==> config.mk <==
export PLATFORM = sky130hd
export DESIGN_NAME = instr_prefetch_unit
export DESIGN_NICKNAME = d
export VERILOG_FILES = /design/src/rtl/ipu_pkg.sv /design/src/rtl/ipu_fifo.sv /design/src/rtl/instr_prefetch_unit.sv
export SDC_FILE = /design/constraint.sdc
export NUM_CORES = 1
export LEC_CHECK = 0
export BUFFER_PORTS_ARGS = -buffer_cell sky130_fd_sc_hd__buf_2
export CELL_PAD_IN_SITES_DETAIL_PLACEMENT = 0
export CELL_PAD_IN_SITES_GLOBAL_PLACEMENT = 1
export CORE_ASPECT_RATIO = 0.75
export CORE_MARGIN = 5
export CORE_UTILIZATION = 35
export CTS_CLUSTER_SIZE = 10
export DETAILED_ROUTE_END_ITERATION = 16
export PLACE_DENSITY = 0.64
export SETUP_SLACK_MARGIN = 0.2
export SYNTH_ARGS = -nofsm -noshare
export SYNTH_HDL_FRONTEND = slang
export SYNTH_SLANG_ARGS = --single-unit
==> constraint.sdc <==
create_clock -name clk1 -period 7.4 [get_ports clk1]
set_clock_uncertainty 0.15 [all_clocks]
set_input_delay 0.37 -clock clk1 [delete_from_list [all_inputs] [get_ports clk1]]
set_output_delay 0.37 -clock clk1 [all_outputs]
set_load 0.005 [all_outputs]
==> src/rtl/ipu_pkg.sv <==
// Shared types and defaults for the instruction prefetch unit.
package ipu_pkg;

  localparam int DATA_W_DEF = 32;
  localparam int ADDR_W_DEF = 10;
  localparam int NPC_W      = 32;

  typedef enum logic [1:0] {
    ST_IDLE,
    ST_WAIT,
    ST_DISCARD,
    ST_HALTED
  } ipu_state_t;

  // Instruction width is fixed here; the top's DATA_W must match it.
  typedef struct packed {
    logic [DATA_W_DEF-1:0] instr;
    logic [NPC_W-1:0]      npc;
  } ipu_entry_t;

endpackage

==> src/rtl/ipu_fifo.sv <==
// Fetch queue: synchronous FIFO with flush, occupancy count and registered head.
module ipu_fifo
  import ipu_pkg::*;
#(
  parameter int DEPTH = 4
) (
  input  logic                   clk1,
  input  logic                   rst,
  input  logic                   flush,
  input  logic                   push,
  input  ipu_entry_t             push_data,
  input  logic                   pop,
  output logic [$clog2(DEPTH):0] count,
  output logic                   head_valid,
  output ipu_entry_t             head
);

  localparam int PTR_W = $clog2(DEPTH);

  ipu_entry_t             mem [DEPTH];
  logic [PTR_W-1:0]       rd_ptr, wr_ptr, rd_ptr_nxt;
  logic [PTR_W:0]         count_nxt;
  logic                   do_pop;

  // NOTE: every variable driven here gets a value on every path, so no latch is inferred.
  always_comb begin
    do_pop     = pop && head_valid;
    rd_ptr_nxt = rd_ptr + PTR_W'(do_pop);
    count_nxt  = count + (PTR_W+1)'(push) - (PTR_W+1)'(do_pop);
  end

  // NOTE: the storage array is not reset; count and head_valid already mark it empty.
  always_ff @(posedge clk1) begin
    if (push && !flush) mem[wr_ptr] <= push_data;
  end

  always_ff @(posedge clk1 or posedge rst) begin
    if (rst) begin
      rd_ptr     <= '0;
      wr_ptr     <= '0;
      count      <= '0;
      head_valid <= 1'b0;
      head       <= '0;
    end else if (flush) begin
      rd_ptr     <= '0;
      wr_ptr     <= '0;
      count      <= '0;
      head_valid <= 1'b0;
    end else begin
      rd_ptr     <= rd_ptr_nxt;
      wr_ptr     <= wr_ptr + PTR_W'(push);
      count      <= count_nxt;
      head_valid <= (count_nxt != '0);
      // A push into an otherwise empty queue bypasses the array straight to the head.
      if (push && rd_ptr_nxt == wr_ptr) head <= push_data;
      else if (count_nxt != '0)         head <= mem[rd_ptr_nxt];
    end
  end

endmodule

==> src/rtl/instr_prefetch_unit.sv <==
// Fetch front end: issues word reads over req/ack, queues {instr, npc} for decode,
// flushes on taken branches and stops issuing while halted.
module instr_prefetch_unit
  import ipu_pkg::*;
#(
  parameter int DEPTH  = 4,
  parameter int ADDR_W = ADDR_W_DEF,
  parameter int DATA_W = DATA_W_DEF
) (
  input  logic              clk1,
  input  logic              rst,
  input  logic              redirect_valid,
  input  logic [ADDR_W-1:0] redirect_pc,
  input  logic              halt,
  output logic              mem_req,
  output logic [ADDR_W-1:0] mem_addr,
  input  logic              mem_ack,
  input  logic [DATA_W-1:0] mem_rdata,
  output logic              ifq_valid,
  output logic [DATA_W-1:0] ifq_instr,
  output logic [31:0]       ifq_npc,
  input  logic              ifq_ready
);

  ipu_state_t            state;
  logic [ADDR_W-1:0]     pc, ack_npc;
  logic [$clog2(DEPTH):0] count;
  logic                  inflight, can_issue, push;
  ipu_entry_t            push_data, head;

  // Credit uses the current count only; a same-cycle pop frees its slot a cycle later.
  always_comb begin
    inflight        = (state == ST_WAIT);
    can_issue       = !halt && ((int'(count) + int'(inflight)) < DEPTH);
    ack_npc         = mem_addr + ADDR_W'(1);
    push            = inflight && mem_ack && !redirect_valid;
    push_data.instr = mem_rdata;
    push_data.npc   = NPC_W'(ack_npc);
  end

  // NOTE: non-blocking assignments throughout; a later pc update in the case below
  // overrides the redirect load only on paths where no redirect is present.
  always_ff @(posedge clk1 or posedge rst) begin
    if (rst) begin
      state    <= ST_IDLE;
      pc       <= '0;
      mem_req  <= 1'b0;
      mem_addr <= '0;
    end else begin
      if (redirect_valid) pc <= redirect_pc;
      case (state)
        ST_IDLE: begin
          if (!redirect_valid) begin
            if (halt) begin
              state <= ST_HALTED;
            end else if (can_issue) begin
              mem_req  <= 1'b1;
              mem_addr <= pc;
              pc       <= pc + ADDR_W'(1);
              state    <= ST_WAIT;
            end
          end
        end
        ST_WAIT: begin
          if (redirect_valid) begin
            // Without an ack the request must stay up until memory completes it.
            if (mem_ack) begin
              mem_req <= 1'b0;
              state   <= ST_IDLE;
            end else begin
              state <= ST_DISCARD;
            end
          end else if (mem_ack) begin
            if (can_issue) begin
              mem_addr <= pc;
              pc       <= pc + ADDR_W'(1);
            end else begin
              mem_req <= 1'b0;
              state   <= halt ? ST_HALTED : ST_IDLE;
            end
          end
        end
        ST_DISCARD: begin
          if (mem_ack) begin
            mem_req <= 1'b0;
            state   <= ST_IDLE;
          end
        end
        ST_HALTED: begin
          if (!halt) state <= ST_IDLE;
        end
        default: state <= ST_IDLE;
      endcase
    end
  end

  ipu_fifo #(.DEPTH(DEPTH)) u_fifo (
    .clk1      (clk1),
    .rst       (rst),
    .flush     (redirect_valid),
    .push      (push),
    .push_data (push_data),
    .pop       (ifq_ready),
    .count     (count),
    .head_valid(ifq_valid),
    .head      (head)
  );

  assign ifq_instr = head.instr;
  assign ifq_npc   = head.npc;

endmodule

; After elaboration in Yosys (flattened, before gate mapping)
; Memory sizes are Yosys's and may differ from the RTL's. A register that Yosys moved wholly into a read port is not among the register bits.
; Cells that the tools add are included.
[word_totals]
regBits = 63
ramBits = 168
input_bits = 48
output_inout_bits = 76
n_memories = 1
[memory_table]
columns = name, depth, word_bits, read_ports, rd_clocked_by_memory_dff, write_ports, line
row1 = u_fifo.mem, 4, 42, 1, 1, 1, ipu_fifo.sv:20  ; ipu_entry_t mem [DEPTH];
[op_classes]
addsub = 7
n_lt_le_gt_ge = 1
eq_ne = 14
mux = 40
bitwise_logic = 1
reduce_logical = 17
[ops]
columns = operator, n
row1 = 64-bit two-way mux, 2
row2 = 10-bit two-way mux, 11
row3 = 10-bit case mux with 2 select lines, 2
row4 = 2-bit two-way mux, 12
row5 = "10-bit by 1-bit adder with 10-bit output, second input constant", 2
row6 = "2-bit != test, second input constant", 7
row7 = 6-bit AND reduction, 2
row8 = 1-bit two-way mux, 10
row9 = "3-bit != test, second input constant", 3
row10 = 2-bit case mux with 4 select lines, 1
row11 = 1-bit logical AND, 6
row12 = 3-bit nonzero test, 2
row13 = 5-bit AND reduction, 1
row14 = 2-bit by 1-bit adder with 2-bit output, 2
row15 = 3-bit by 1-bit adder with 4-bit output, 1
row16 = "2-bit == test, second input constant", 2
row17 = "4-bit by 3-bit less-than comparator with 1-bit output, second input constant", 1
row18 = 2-bit nonzero test, 2
row19 = 3-bit by 1-bit adder with 3-bit output, 1
row20 = 3-bit two-way mux, 1
row21 = 1-bit case mux with 3 select lines, 1
row22 = 3-bit by 1-bit subtractor with 3-bit output, 1
row23 = "2-bit by 1-bit == test with 1-bit output, second input constant", 1
row24 = 2-bit == test, 1
row25 = other kinds (4), 5

; Logic depth before layout (Yosys ltp)
[logic_depth]
word_depth = 8
depth_mapped = 16
ltp_nobuf = 12

; Modules after synthesis
; A second synthesis with hierarchy kept.
[hier_totals]
hier_cells = 1353
area_unflattened_um2 = 16368.2
[modules_own_cells]
columns = module, instances, cells_per_inst, area_each_um2, seq_area_each_um2
row1 = ipu_fifo, 1, 1188, 14808.0, 9489.1
row2 = instr_prefetch_unit, 1, 165, 1560.2, 575.6

; Least setup slack after synthesis
; Ideal clock, no wire load.
[synth_path]
kind = in2reg
from = input redirect_valid
to = memory u_fifo.mem[0][0] (netlist bit) (enable)
setup_time_ns = 0.546
t_arrival_ns = 4.797
slack_ns = 1.907
stages = 3
path_cell_list = buf_6 -> clkbuf_1 -> nor4_1
[synth_via]
elab_chain_cells = 5
[synth_rtl]
columns = item, line
row1 = start: declaration, instr_prefetch_unit.sv:12  ; input logic redirect_valid,
row2 = 1-bit zero test (*), "ipu_fifo.sv:34, instr_prefetch_unit.sv:36"
row3 = 1-bit logical AND, instr_prefetch_unit.sv:36  ; push = inflight && mem_ack && !redirect_valid;
row4 = 1-bit logical AND (*), ipu_fifo.sv:34  ; if (push && !flush) mem[wr_ptr] <= push_data;
row5 = 1-bit two-way mux (*), ipu_fifo.sv:34
row6 = 1-bit two-way mux (implied by the code) (*), ipu_fifo.sv:34
row7 = end: declaration, ipu_fifo.sv:20
; Every way passes the cells marked *; elsewhere a longest branch is shown, timed or not.

; Worst setup path after layout
[layout_path]
from = register state[1]
to = register u_fifo.head[2] (netlist name)
[layout_via]
elab_chain_cells = 8
[layout_rtl]
columns = item, line
row1 = start: declaration, instr_prefetch_unit.sv:25  ; ipu_state_t state;
row2 = start signal: assignment, instr_prefetch_unit.sv:79  ; state <= halt ? ST_HALTED : ST_IDLE;
row3 = 2-bit by 1-bit == test with 1-bit output (*), instr_prefetch_unit.sv:33  ; inflight = (state == ST_WAIT);
row4 = 1-bit logical AND (*) (2 in series), instr_prefetch_unit.sv:36
row5 = 3-bit by 1-bit adder with 3-bit output, ipu_fifo.sv:29  ; count_nxt = count + (PTR_W+1)'(push) - (PTR_W+1)'(do_pop);
row6 = 3-bit by 1-bit subtractor with 3-bit output, ipu_fifo.sv:29
row7 = 3-bit nonzero test, ipu_fifo.sv:56  ; else if (count_nxt != '0) head <= mem[rd_ptr_nxt];
row8 = 2-bit nonzero test (no source line) (*), --
row9 = 2-bit AND reduction (no source line) (*), --
; Marked as above.
; A chain may end at the register's enable or synchronous reset.

==> flow_summary.ini <==
[pwr]
power.density_nw_per_um2 = 362
fin_total_pwr_mw = 4.47
sw_frac_of_total_pct = 31.9
p_comb_share_pct = 30.4
power.leakage_nw = 4.65
ir_drop_uv = 166
p_clk_share_pct = 27.6
p_int_mw = 3.04
switchingPower_mw = 1.43
power_frac_seq_pct = 42.0

[setup_path]
reg2reg_to = u_fifo.head[2]
arrival_ns = 4.49
cpMostUsedCell = inv_1
path_buf_inv = 5
cp_top_family = buffers and inverters
crit_path_top_delay_cell = buf_4
start_kind = register
path_class = reg2reg
slowest_delay_ns = 0.47
reg2reg_depth = 14
r2r_start = state[1]
cp_num_cells = 14
ff2ff_setup_slack_ns = 3.17
path_cells = inv_1 > ha_1 > and3b_2 > ha_1 > inv_1 > fa_1 > xnor2_1 > a31o_2 > buf_4 > inv_1 > buf_4 > nor2_1 > nor2_1 > mux2_2
cp_data_required_time_ns = 7.66
crit_path_end_kind = register
crit_path_max_fanout = 43

[global_routing]
overflow = 0
grt.total_usage_pct = 13.9
grt_max_degree = 78
grt_pass1_wl_um = 36600
antenna_found_initial = 0
grt_pass1_vias = 6190

[hold_path]
min_to = mem_req
hold_path.startpoint = mem_ack
hold_depth = 4
hp-class = in2reg

[floorplan]
die_x_um = 208
die_h_um = 159
row_count = 54
core_um2 = 29100
die-area_um2 = 33000
start_util_pct = 35.4
boundaryPins = 124

[cells_and_area]
drive_gt1_share_pct = 24.1
area_growth_pct = 20.0
post-route-util_pct = 42.5
fillCellCount = 2692
fin_nets = 907
insertedDiodeCount = 0

[clock_tree]
ctsHoldBuffers = 43
clk_pin_slew_ns = 0.06
cts_tree = built
htreeDepth = 1
ctsRootBufferMaster = clkbuf_16
cts.path.max_buffers = 3
numCtsBuffers = 28
cts_resized = 0
clkLatencyLatePin_ns = 0.52
clock_sinks = 241
post_cts_buffers = 0

[synth]
async_reset_ff_share_pct = 30.3
yosysTopAreaCell = edfxtp_1
synth_cell_types = 63
synthTopCellsByArea = edfxtp_1, dfrtp_1, mux4_2, nand2_1, a31oi_1
ys.flop_type = edfxtp_1
avgSynthCellArea_um2 = 14.6
yosysSeqAreaShare_pct = 66.7
syn_inst = 706
synth_edf_count = 168
synth_warnings = 0
synth-seq-cells = 241
synth_commonest_cells = edfxtp_1, nand2_1, dfrtp_1, nor2_1, a31oi_1
syn-cell-area_um2 = 10300
synth_most_common_cell = edfxtp_1
synth_top_area_share_pct = 49.0

[flow_run]
cap_viol_max_count = 0

[drt]
drt-total-wl_um = 23400
via_per_inst = 4.86
drtIter0Drc = 289
routedWlPerCell_um = 18.5
first_pass_iters = 4
detail-route-antenna-nets = 0
dr_total_vias = 6129
drc = 0

[timing]
tns_ns = 0
setup_viol = 0
worst_pin_slew_ns = 1.01
max_clock_freq_mhz = 236
finalCriticalPeriod_ns = 4.23
hold_viol = 0
slew_viol_final = 0
hold_slack_ns = 0.170
fin_crit_sh_pct = 57.2
rsz0062_at_grt = no
slew_headroom_pct = 32.8

[run_status]
outcome = complete, no violations

[place]
place.gp.congestion = 0.737
hpwl_um = 13800
io_buffers = 101
## power by group through the flow
stage	registers, mW	logic, mW	clock network, mW
after global routing	1.90	1.52	1.33
after global placement	1.91	1.34	0
after CTS	1.88	1.39	1.27
after detailed placement	1.90	1.37	0
after floorplan	1.86	0.950	0
final	1.88	1.36	1.23
## cells by family after synthesis
family | synth area share (%)
flops | 66.7
other cells | 0.0364
simple gates | 8.91
buf+inv | 4.50
xor+xnor | 1.41
fa+ha+maj | 1.53
mux | 10.6
compound gates | 6.25
## tightest hold or removal path, cell delays in order
cell and delay, ns:
buf_2 0.15, inv_1 0.10, nand2_1 0.07, o221ai_1 0.11
## worst max path at each step
stage | startpoint | end | slack [ns]
2_1_floorplan | redirect_valid | u_fifo.mem[0][0] | 1.91
3_3_place_gp | state[1] | u_fifo.head[2] | 3.27
3_5_place_dp | state[1] | u_fifo.head[2] | 3.15
4_1_cts | state[1] | u_fifo.head[2] | 3.12
5_1_grt | state[1] | u_fifo.head[2] | 2.81
6_report | state[1] | u_fifo.head[2] | 3.17
## placed cells by master (no fill, tap or decap), types with 9 or more instances in the layout
cell type	netlist	final
edfxtp_1	168	168
o21ai_0	11	11
mux2_4	9	9
buf_4	24	9
dfrtp_1	73	73
nand3_1	17	16
ha_1	11	10
inv_1	16	15
clkbuf_16	0	29
a31oi_1	40	40
a21oi_1	10	10
dlygate4sd3_1	0	43
nor2_1	58	56
nand2_1	91	91
mux4_2	37	37
clkbuf_1	15	19
conb_1	1	22
buf_2	19	101
## routing by layer
metal | vias up | global-route usage, % | part of all wire, %
met5 | - | 0 | 0
met4 | 0 | 2.63 | 1.4
met3 | 38 | 2.48 | 4.1
met2 | 109 | 22.5 | 46
met1 | 3100 | 20.1 | 48
li1 | 2882 | - | -
## flip-flops by register name (all words and copies together) (netlist names)
signal	cells
mem_req	1
u_fifo.count	3
u_fifo.head_valid	1
u_fifo.wr_ptr	2
state	2
u_fifo.head	42
u_fifo.rd_ptr	2
pc	10
u_fifo.mem	168
mem_addr	10
## per-stage QoR
step	setup slack [ns]	area (um2)	instances
final	3.17	12400	1260
after global routing	2.81	12400	1260
after CTS	3.12	12400	1260
after detailed placement	3.15	11100	1166
after global placement	3.27	11100	1166
after floorplan	1.91	10400	727
## final cells by class
type / instances / area [um2] / area share, %
clock buffer: 49 / 811 / 6.56
timing repair buffer: 153 / 1000 / 8.12
inverter: 17 / 67.6 / 0.547
clock inverter: 2 / 7.51 / 0.0607
tap: 392 / 490 / 3.97
sequential: 241 / 6870 / 55.6
multi-input combinational: 406 / 3110 / 25.1
Note: power is estimated with default switching activity, not from simulation.
